==> src/rtl/uart_pkg.sv <==
// Shared UART definitions used by both link ends: receiver state encoding,
// frame geometry and the parity convention agreed with the transmitter.
package uart_pkg;

    localparam int UART_DATA_BITS  = 32;
    localparam int UART_FRAME_BITS = UART_DATA_BITS + 3;

    // Even parity: data bits XOR parity bit must come out as this value.
    localparam logic UART_PARITY_EVEN = 1'b0;

    typedef enum logic [2:0] {
        IDLE    = 3'd0,
        DATA    = 3'd1,
        PARITY  = 3'd2,
        STOP    = 3'd3,
        RECOVER = 3'd4
    } uart_state_e;

endpackage

==> src/rtl/uart_paritychk.sv <==
// Serial even-parity accumulator for the UART receiver.
// Only present when UART_RX_PARITY_EN is defined.
`ifdef UART_RX_PARITY_EN
module uart_paritychk
    import uart_pkg::*;
(
    input  logic CLK_Baudin,
    input  logic RstTx,
    input  logic clear,
    input  logic sample_en,
    input  logic serial_bit,
    output logic parity_err
);

    logic acc_q;
    logic acc_d;

    always_comb begin
        acc_d = acc_q;
        if (clear) begin
            acc_d = 1'b0;
        end else if (sample_en) begin
            acc_d = acc_q ^ serial_bit;
        end
    end

    always_ff @(posedge CLK_Baudin or posedge RstTx) begin
        if (RstTx) begin
            acc_q <= 1'b0;
        end else begin
            acc_q <= acc_d;
        end
    end

    // Meaningful only while serial_bit carries the parity sample.
    assign parity_err = (acc_q ^ serial_bit) != UART_PARITY_EVEN;

endmodule
`endif

==> src/rtl/uart_rx.sv <==
// UART receiver sampling one line bit per baud clock: start, data LSB first,
// even parity, stop. Parity checking is enabled by defining UART_RX_PARITY_EN.
module uart_rx
    import uart_pkg::*;
#(
    parameter int size = UART_DATA_BITS
) (
    input  logic            CLK_Baudin,
    input  logic            RstTx,
    input  logic            RxSerialData,
    output logic [size-1:0] DataOut,
    output logic            DataValid,
    output logic            ParityErr,
    output logic            FrameErr,
    output logic            BusyRx
);

    localparam int CNT_W = $clog2(size) + 1;

    uart_state_e     state_q, state_d;
    logic [CNT_W-1:0] cnt_q, cnt_d;
    logic [size-1:0]  shift_q, shift_d;
    logic [size-1:0]  data_out_q, data_out_d;
    logic             data_valid_q, data_valid_d;
    logic             frame_err_q, frame_err_d;

`ifdef UART_RX_PARITY_EN
    logic chk_err;
    logic par_flag_q, par_flag_d;
    logic parity_err_q, parity_err_d;

    uart_paritychk u_paritychk (
        .CLK_Baudin (CLK_Baudin),
        .RstTx      (RstTx),
        .clear      ((state_q == IDLE) && !RxSerialData),
        .sample_en  (state_q == DATA),
        .serial_bit (RxSerialData),
        .parity_err (chk_err)
    );
`endif

    always_comb begin
        state_d      = state_q;
        cnt_d        = cnt_q;
        shift_d      = shift_q;
        data_out_d   = data_out_q;
        data_valid_d = 1'b0;
        frame_err_d  = 1'b0;
`ifdef UART_RX_PARITY_EN
        par_flag_d   = par_flag_q;
        parity_err_d = 1'b0;
`endif
        case (state_q)
            IDLE: begin
                if (!RxSerialData) begin
                    state_d = DATA;
                    cnt_d   = '0;
                    shift_d = '0;
                end
            end
            DATA: begin
                shift_d = {RxSerialData, shift_q[size-1:1]};
                cnt_d   = cnt_q + 1'b1;
                if (cnt_q == CNT_W'(size - 1)) begin
                    state_d = PARITY;
                end
            end
            PARITY: begin
`ifdef UART_RX_PARITY_EN
                par_flag_d = chk_err;
`endif
                state_d = STOP;
            end
            STOP: begin
                if (RxSerialData) begin
                    data_out_d   = shift_q;
                    data_valid_d = 1'b1;
`ifdef UART_RX_PARITY_EN
                    parity_err_d = par_flag_q;
`endif
                    state_d      = IDLE;
                end else begin
                    frame_err_d = 1'b1;
                    state_d     = RECOVER;
                end
            end
            // A broken stop bit leaves the line low; wait for it to idle first.
            RECOVER: begin
                if (RxSerialData) begin
                    state_d = IDLE;
                end
            end
            default: begin
                state_d = IDLE;
            end
        endcase
    end

    always_ff @(posedge CLK_Baudin or posedge RstTx) begin
        if (RstTx) begin
            state_q      <= IDLE;
            cnt_q        <= '0;
            shift_q      <= '0;
            data_out_q   <= '0;
            data_valid_q <= 1'b0;
            frame_err_q  <= 1'b0;
`ifdef UART_RX_PARITY_EN
            par_flag_q   <= 1'b0;
            parity_err_q <= 1'b0;
`endif
        end else begin
            state_q      <= state_d;
            cnt_q        <= cnt_d;
            shift_q      <= shift_d;
            data_out_q   <= data_out_d;
            data_valid_q <= data_valid_d;
            frame_err_q  <= frame_err_d;
`ifdef UART_RX_PARITY_EN
            par_flag_q   <= par_flag_d;
            parity_err_q <= parity_err_d;
`endif
        end
    end

    assign DataOut   = data_out_q;
    assign DataValid = data_valid_q;
    assign FrameErr  = frame_err_q;
`ifdef UART_RX_PARITY_EN
    assign ParityErr = parity_err_q;
`else
    assign ParityErr = 1'b0;
`endif
    // Busy also covers the strobe cycle, which is already back in IDLE.
    assign BusyRx = (state_q != IDLE) || data_valid_q || frame_err_q;

endmodule

==> config.mk <==
export PLATFORM = sky130hd
export DESIGN_NAME = uart_rx
export DESIGN_NICKNAME = d
export VERILOG_FILES = /design/src/rtl/uart_pkg.sv /design/src/rtl/uart_paritychk.sv /design/src/rtl/uart_rx.sv
export SDC_FILE = /design/constraint.sdc
export NUM_CORES = 1
export LEC_CHECK = 0
export ABC_AREA = 1
export ABC_CLOCK_PERIOD_IN_PS = 3200
export BUFFER_PORTS_ARGS = -buffer_cell sky130_fd_sc_hd__clkbuf_2
export CORE_UTILIZATION = 38
export CTS_BUF_LIST = sky130_fd_sc_hd__clkbuf_2
export CTS_CLUSTER_DIAMETER = 40
export CTS_CLUSTER_SIZE = 28
export DETAILED_ROUTE_END_ITERATION = 7
export PLACE_DENSITY_LB_ADDON = 0.12
export SLEW_MARGIN = 20
export SYNTH_ARGS = -nofsm -noshare
export SYNTH_HDL_FRONTEND = slang
export SYNTH_SLANG_ARGS = --single-unit
==> constraint.sdc <==
create_clock -name CLK_Baudin -period 3.2 [get_ports CLK_Baudin]
set_input_delay 0.48 -clock CLK_Baudin [delete_from_list [all_inputs] [get_ports CLK_Baudin]]
set_output_delay 0.48 -clock CLK_Baudin [all_outputs]
set_load 0.005 [all_outputs]
== Word level (Yosys, flattened, before mapping) ==
Cells that the tools add are included.
Cells by class
  reduce and logical (&&, ||, !) cells: 8
  equal/unequal tests: 8
  add/subtract/negate cells: 1
  multiplexer cells: 13
Operator list (number)
  $pmux W32 S2: 1
  $mux W32: 1
  $pmux W3 S5: 1
  $mux W3: 4
  $pmux W6 S2: 1
  $add A6 B1 Y6 const B: 1
  $eq A3 B2 Y1 const B: 2
  $eq A6 B5 Y1 const B: 1
  $mux W6: 1
  $ne A2 B2 Y1 const B: 3
  $mux W1: 4
  $reduce_and A2 Y1: 2
  $eq A3 B1 Y1 const B: 1
  $eq A3 B3 Y1 const B: 1
  $logic_not A3 Y1: 1
  $reduce_and A3 Y1: 1
  $reduce_bool A3 Y1: 1
  $logic_or A1 B1 Y1: 2
  $reduce_bool A2 Y1: 1
Word-level totals
  word-level logic and storage cells: 36
  output and inout port bits: 36
  bits in registers: 75
  input port bits: 3

== Depth between registers and ports, before layout ==
  depth after elaboration: 3
  mapped depth: 7
  gate-level depth less buffers: 7

== Worst setup path after synthesis ==
OpenSTA, ideal clock, no wires.
  kind: reg2reg
  from: reg state_q[2]
  to: reg data_out_q[3] (netlist: DataOut[3])
  required time: 3070 ps
  buffers on the path: 2
  arrival: 1038 ps
  library setup time: 130 ps
  path slack: 2032 ps
  stages on the path, launching flop included: 7
  period minus slack after synthesis: 1168 ps
  cells stage by stage: dfrtp_1 > nor3_2 > nand2_1 > buf_6 > buf_6 > nand2_1 > o21ai_1
Between the ends
  cells in the longest elaborated chain, start to end: 2
RTL lines
  from (decl): RTL line uart_rx.sv:20  | uart_state_e state_q, state_d;
  from (signal assigned): RTL line uart_rx.sv:112  | state_q <= state_d;
  $eq A3 B2 Y1: RTL line uart_rx.sv:53  | case (state_q)
  $reduce_and A2 Y1 (no line)
  to (signal assigned): RTL line uart_rx.sv:115  | data_out_q <= data_out_d;
  to (decl): RTL line uart_rx.sv:23  | logic [size-1:0] data_out_q, data_out_d;
Every way passes these cells.
A chain may end at the register's enable or synchronous reset.

== Worst setup path after layout ==
  from: reg state_q[1]
  to: out BusyRx
Between the ends
  cells in the longest elaborated chain, start to end: 3
RTL lines
  $reduce_bool A3 Y1: RTL line uart_rx.sv:134  | assign BusyRx = (state_q != IDLE) || data_valid_q || frame_err_q;
  $logic_or A1 B1 Y1 (2 in series): RTL line uart_rx.sv:134
  to (decl): RTL line uart_rx.sv:15  | output logic BusyRx
Every way passes these cells.

==> metrics.md <==
| Metric | Value |
|---|---|
| Hold-fix buffers, CTS | 0 |
| Antenna Nets Post-Route | 0 |
| Share of layout cells above drive strength 1 | 26.1% |
| Final Hold Vio Count | 0 |
| Crit path max fanout | 4 |
| Synth area leaders | dfrtp_1, o21ai_2, o22ai_1, nand2_1, inv_1 |
| Final setup violation count | 0 |
| Port Buffers | 37 |
| Dpl hpwl | 3.31 mm |
| Critical Path Sink Type | output port |
| Outcome | finished clean |
| Initial Util | between 40% and 50% |
| Die area | slightly above 0.008 mm2 |
| Total GRT Usage | between 10 and 15% |
| Synth cell types | 20 |
| Worst-path clk slew | approximately 0.21 ns |
| Clk Tree Root Cell | clkbuf_2 |
| Final Max Slew Viols | 0 |
| DR WL/cell | about 13 um |
| Post-CTS setup buffers | 0 |
| Proportion of netlist area held by the largest area contributor | between 60% and 70% |
| Total grt overflow | 0 |
| Hold slack final | around 0.056 ns |
| Tot Pwr | between 3 and 4 mW |
| FP Rows | 31 |
| Worst slew pin tran | approximately 0.84 ns |
| FMAX | ~0.53 GHz |
| Number of enable flip-flop cells after synthesis | 0 |
| H-tree depth | 3 |
| Core footprint | approximately 0.0074 mm2 |
| Setup TNS | 0 ns |
| Part of the cycle the worst path needs | around three fifths |
| PwrDens | slightly above 900 mW/mm2 |
| Clock skew | around 0.024 ns |
| IO Count | 39 |
| Final Util | between 40 and 50% |
| Area growth syn-to-layout | 12.7% |
| First-pass GRT wire length | 9.29 mm |
| Number of global-route vias before repair | roughly 1.9k |
| Initial antenna violation count | 0 |
| Synthesized Nets | between 200 and 300 |
| Worst min path class | primary input to async pin |
| Synth Instances | roughly 280 |
| DRC Markers | 0 |
| Die Wd | approximately 90 um |
| Longest Clk Path Bufs | 2 |
| Final Wtd Congestion | approximately 0.73 |
| Required @ worst endpoint | between 2 and 3 ns |
| Unrepaired setup endpoints after global routing | no |
| Share of async-settable or async-resettable flops after synthesis | between 90% and 100% |
| CP Data Arrival Time | 1.40 ns |
| Peak VDD IR | around 600 uV |
| Largest net degree at the start of global routing | 43 |
| Die H | between 90 and 100 um |
| N_diodes | 0 |
| Layout Nets | 321 |
| Num CTS Buffers | 9 |
| Final Critical Period | between 1.5 and 2 ns |
| Clock latency on the worst-skew pair | 0.50 ns |
| Vias per inst | 4.67 |
| Startpoint types | register |
| Synth top cells by count | dfrtp_1, nand2_1, inv_1 |
| Iter 0 DRT Violations | ~100 |
| Post-Syn Area | 0.00296 mm2 |
| Final wirelength | approximately 5.3 mm |
| Sinks on Clock Net | 75 |
| Synth Register Bits | 75 |
| Ys Warns | 0 |
| Synth Flop Type | dfrtp_1 |
| Count leader, synth | dfrtp_1 |
| Leak Pwr | 1.64 nW |
| Avg Cell Area, Syn | between 10 and 15 um2 |
| CTS tree | yes |
| Yosys top cell by area | dfrtp_1 |
| Seq/Total Area, Yosys | a little under two thirds |
| Resize count post-CTS | 0 |
| Max_cap viols | 0 |
| Via count | 1968 |
| TritonRoute pass-1 iters | 4 |
| Slew HR | 43.5% |
| Critical path type | register to output port |
-- where the power goes --
group	total (mW)	internal, mW	leakage, nW	switching (mW)
clock	0.577	0.256	0.0770	0.322
combinational	1.09	0.390	0.549	0.697
sequential	1.45	1.29	1.01	0.160
total	3.11	1.93	1.64	1.18
-- sequential cells by signal, summed over array words and instances, names as in the netlist --
signal and cells:
DataOut 32, DataValid 1, state_q 3, shift_q 32, cnt_q 6, FrameErr 1
-- metal layers --
| metal | share of wire [%] | global-route usage (%) |
|---|---|---|
| met5 | 0 | 0 |
| met4 | 2.5 | 8.60 |
| met3 | 3.3 | 3.72 |
| met2 | 41 | 20.4 |
| met1 | 53 | 20.6 |
-- area by class of cell --
type,count,area [um2]
clock buffers,10,50.0
flip-flops and latches,75,1880
inverters,46,173
fillers,746,4040
well taps,99,124
multi-input cells,144,800
repair buffers,41,228
clock inverters,6,80.1
-- metrics by stage --
stage	worst slack [ns]	cell area [um2]	std cells
after floorplan	0.810	2960	279
after global placement	1.37	3200	405
after detailed placement	1.33	3200	405
after CTS	1.27	3330	421
after global routing	1.13	3330	421
final	1.32	3330	421
-- critical path: stages, from the launching register on --
cell and delay [ns]:
dfrtp_1 0.42, inv_1 0.11, nand2_1 0.06, nor2_1 0.13, nand2_1 0.08, clkbuf_2 0.11
-- cells by family (layout without fill, tap and decap cells) --
| logic type | Yosys count | after routing | synth area share [%] |
|---|---|---|---|
| AO/OA/AOI/OAI | 73 | 73 | 16.9 |
| XOR/XNOR | 1 | 1 | 0.296 |
| adder cells (fa/ha/maj) | 1 | 1 | 0.423 |
| buffers and inverters | 60 | 103 | 9.53 |
| flip-flops | 75 | 75 | 63.5 |
| other | 1 | 1 | 0.127 |
| AND/OR/NAND/NOR | 68 | 68 | 9.23 |
-- final timing paths --
check | from | to | slack, ns | cells past startpoint
max in group asynchronous | RstTx | shift_q[30]$_DFFE_PP0P_ | 2.46 | 3
worst min register to register | DataOut[1]$_DFFE_PP0P_ | DataOut[1]$_DFFE_PP0P_ | 0.50 | 2
worst max-delay path | state_q[1]$_DFFE_PP0P_ | BusyRx | 1.32 | 5
worst min-delay path | RstTx | DataOut[25]$_DFFE_PP0P_ | 0.06 | 2
worst max register to register | state_q[0]$_DFFE_PP0P_ | DataOut[9]$_DFFE_PP0P_ | 1.34 | 6
min in group CLK_Baudin | RxSerialData | state_q[1]$_DFFE_PP0P_ | 0.33 | 4
-- cells in the final DEF, fill, tap and decap left out, types with 3 or more instances in the layout --
cell type	instances
dfrtp_1	75
nand2_1	52
clkbuf_2	47
inv_1	43
o22ai_1	33
o21ai_2	24
o21ai_1	9
nor2_1	7
o21ai_0	6
nand3_1	5
inv_2	3
buf_4	3
Note: power is estimated with default switching activity, not from simulation.
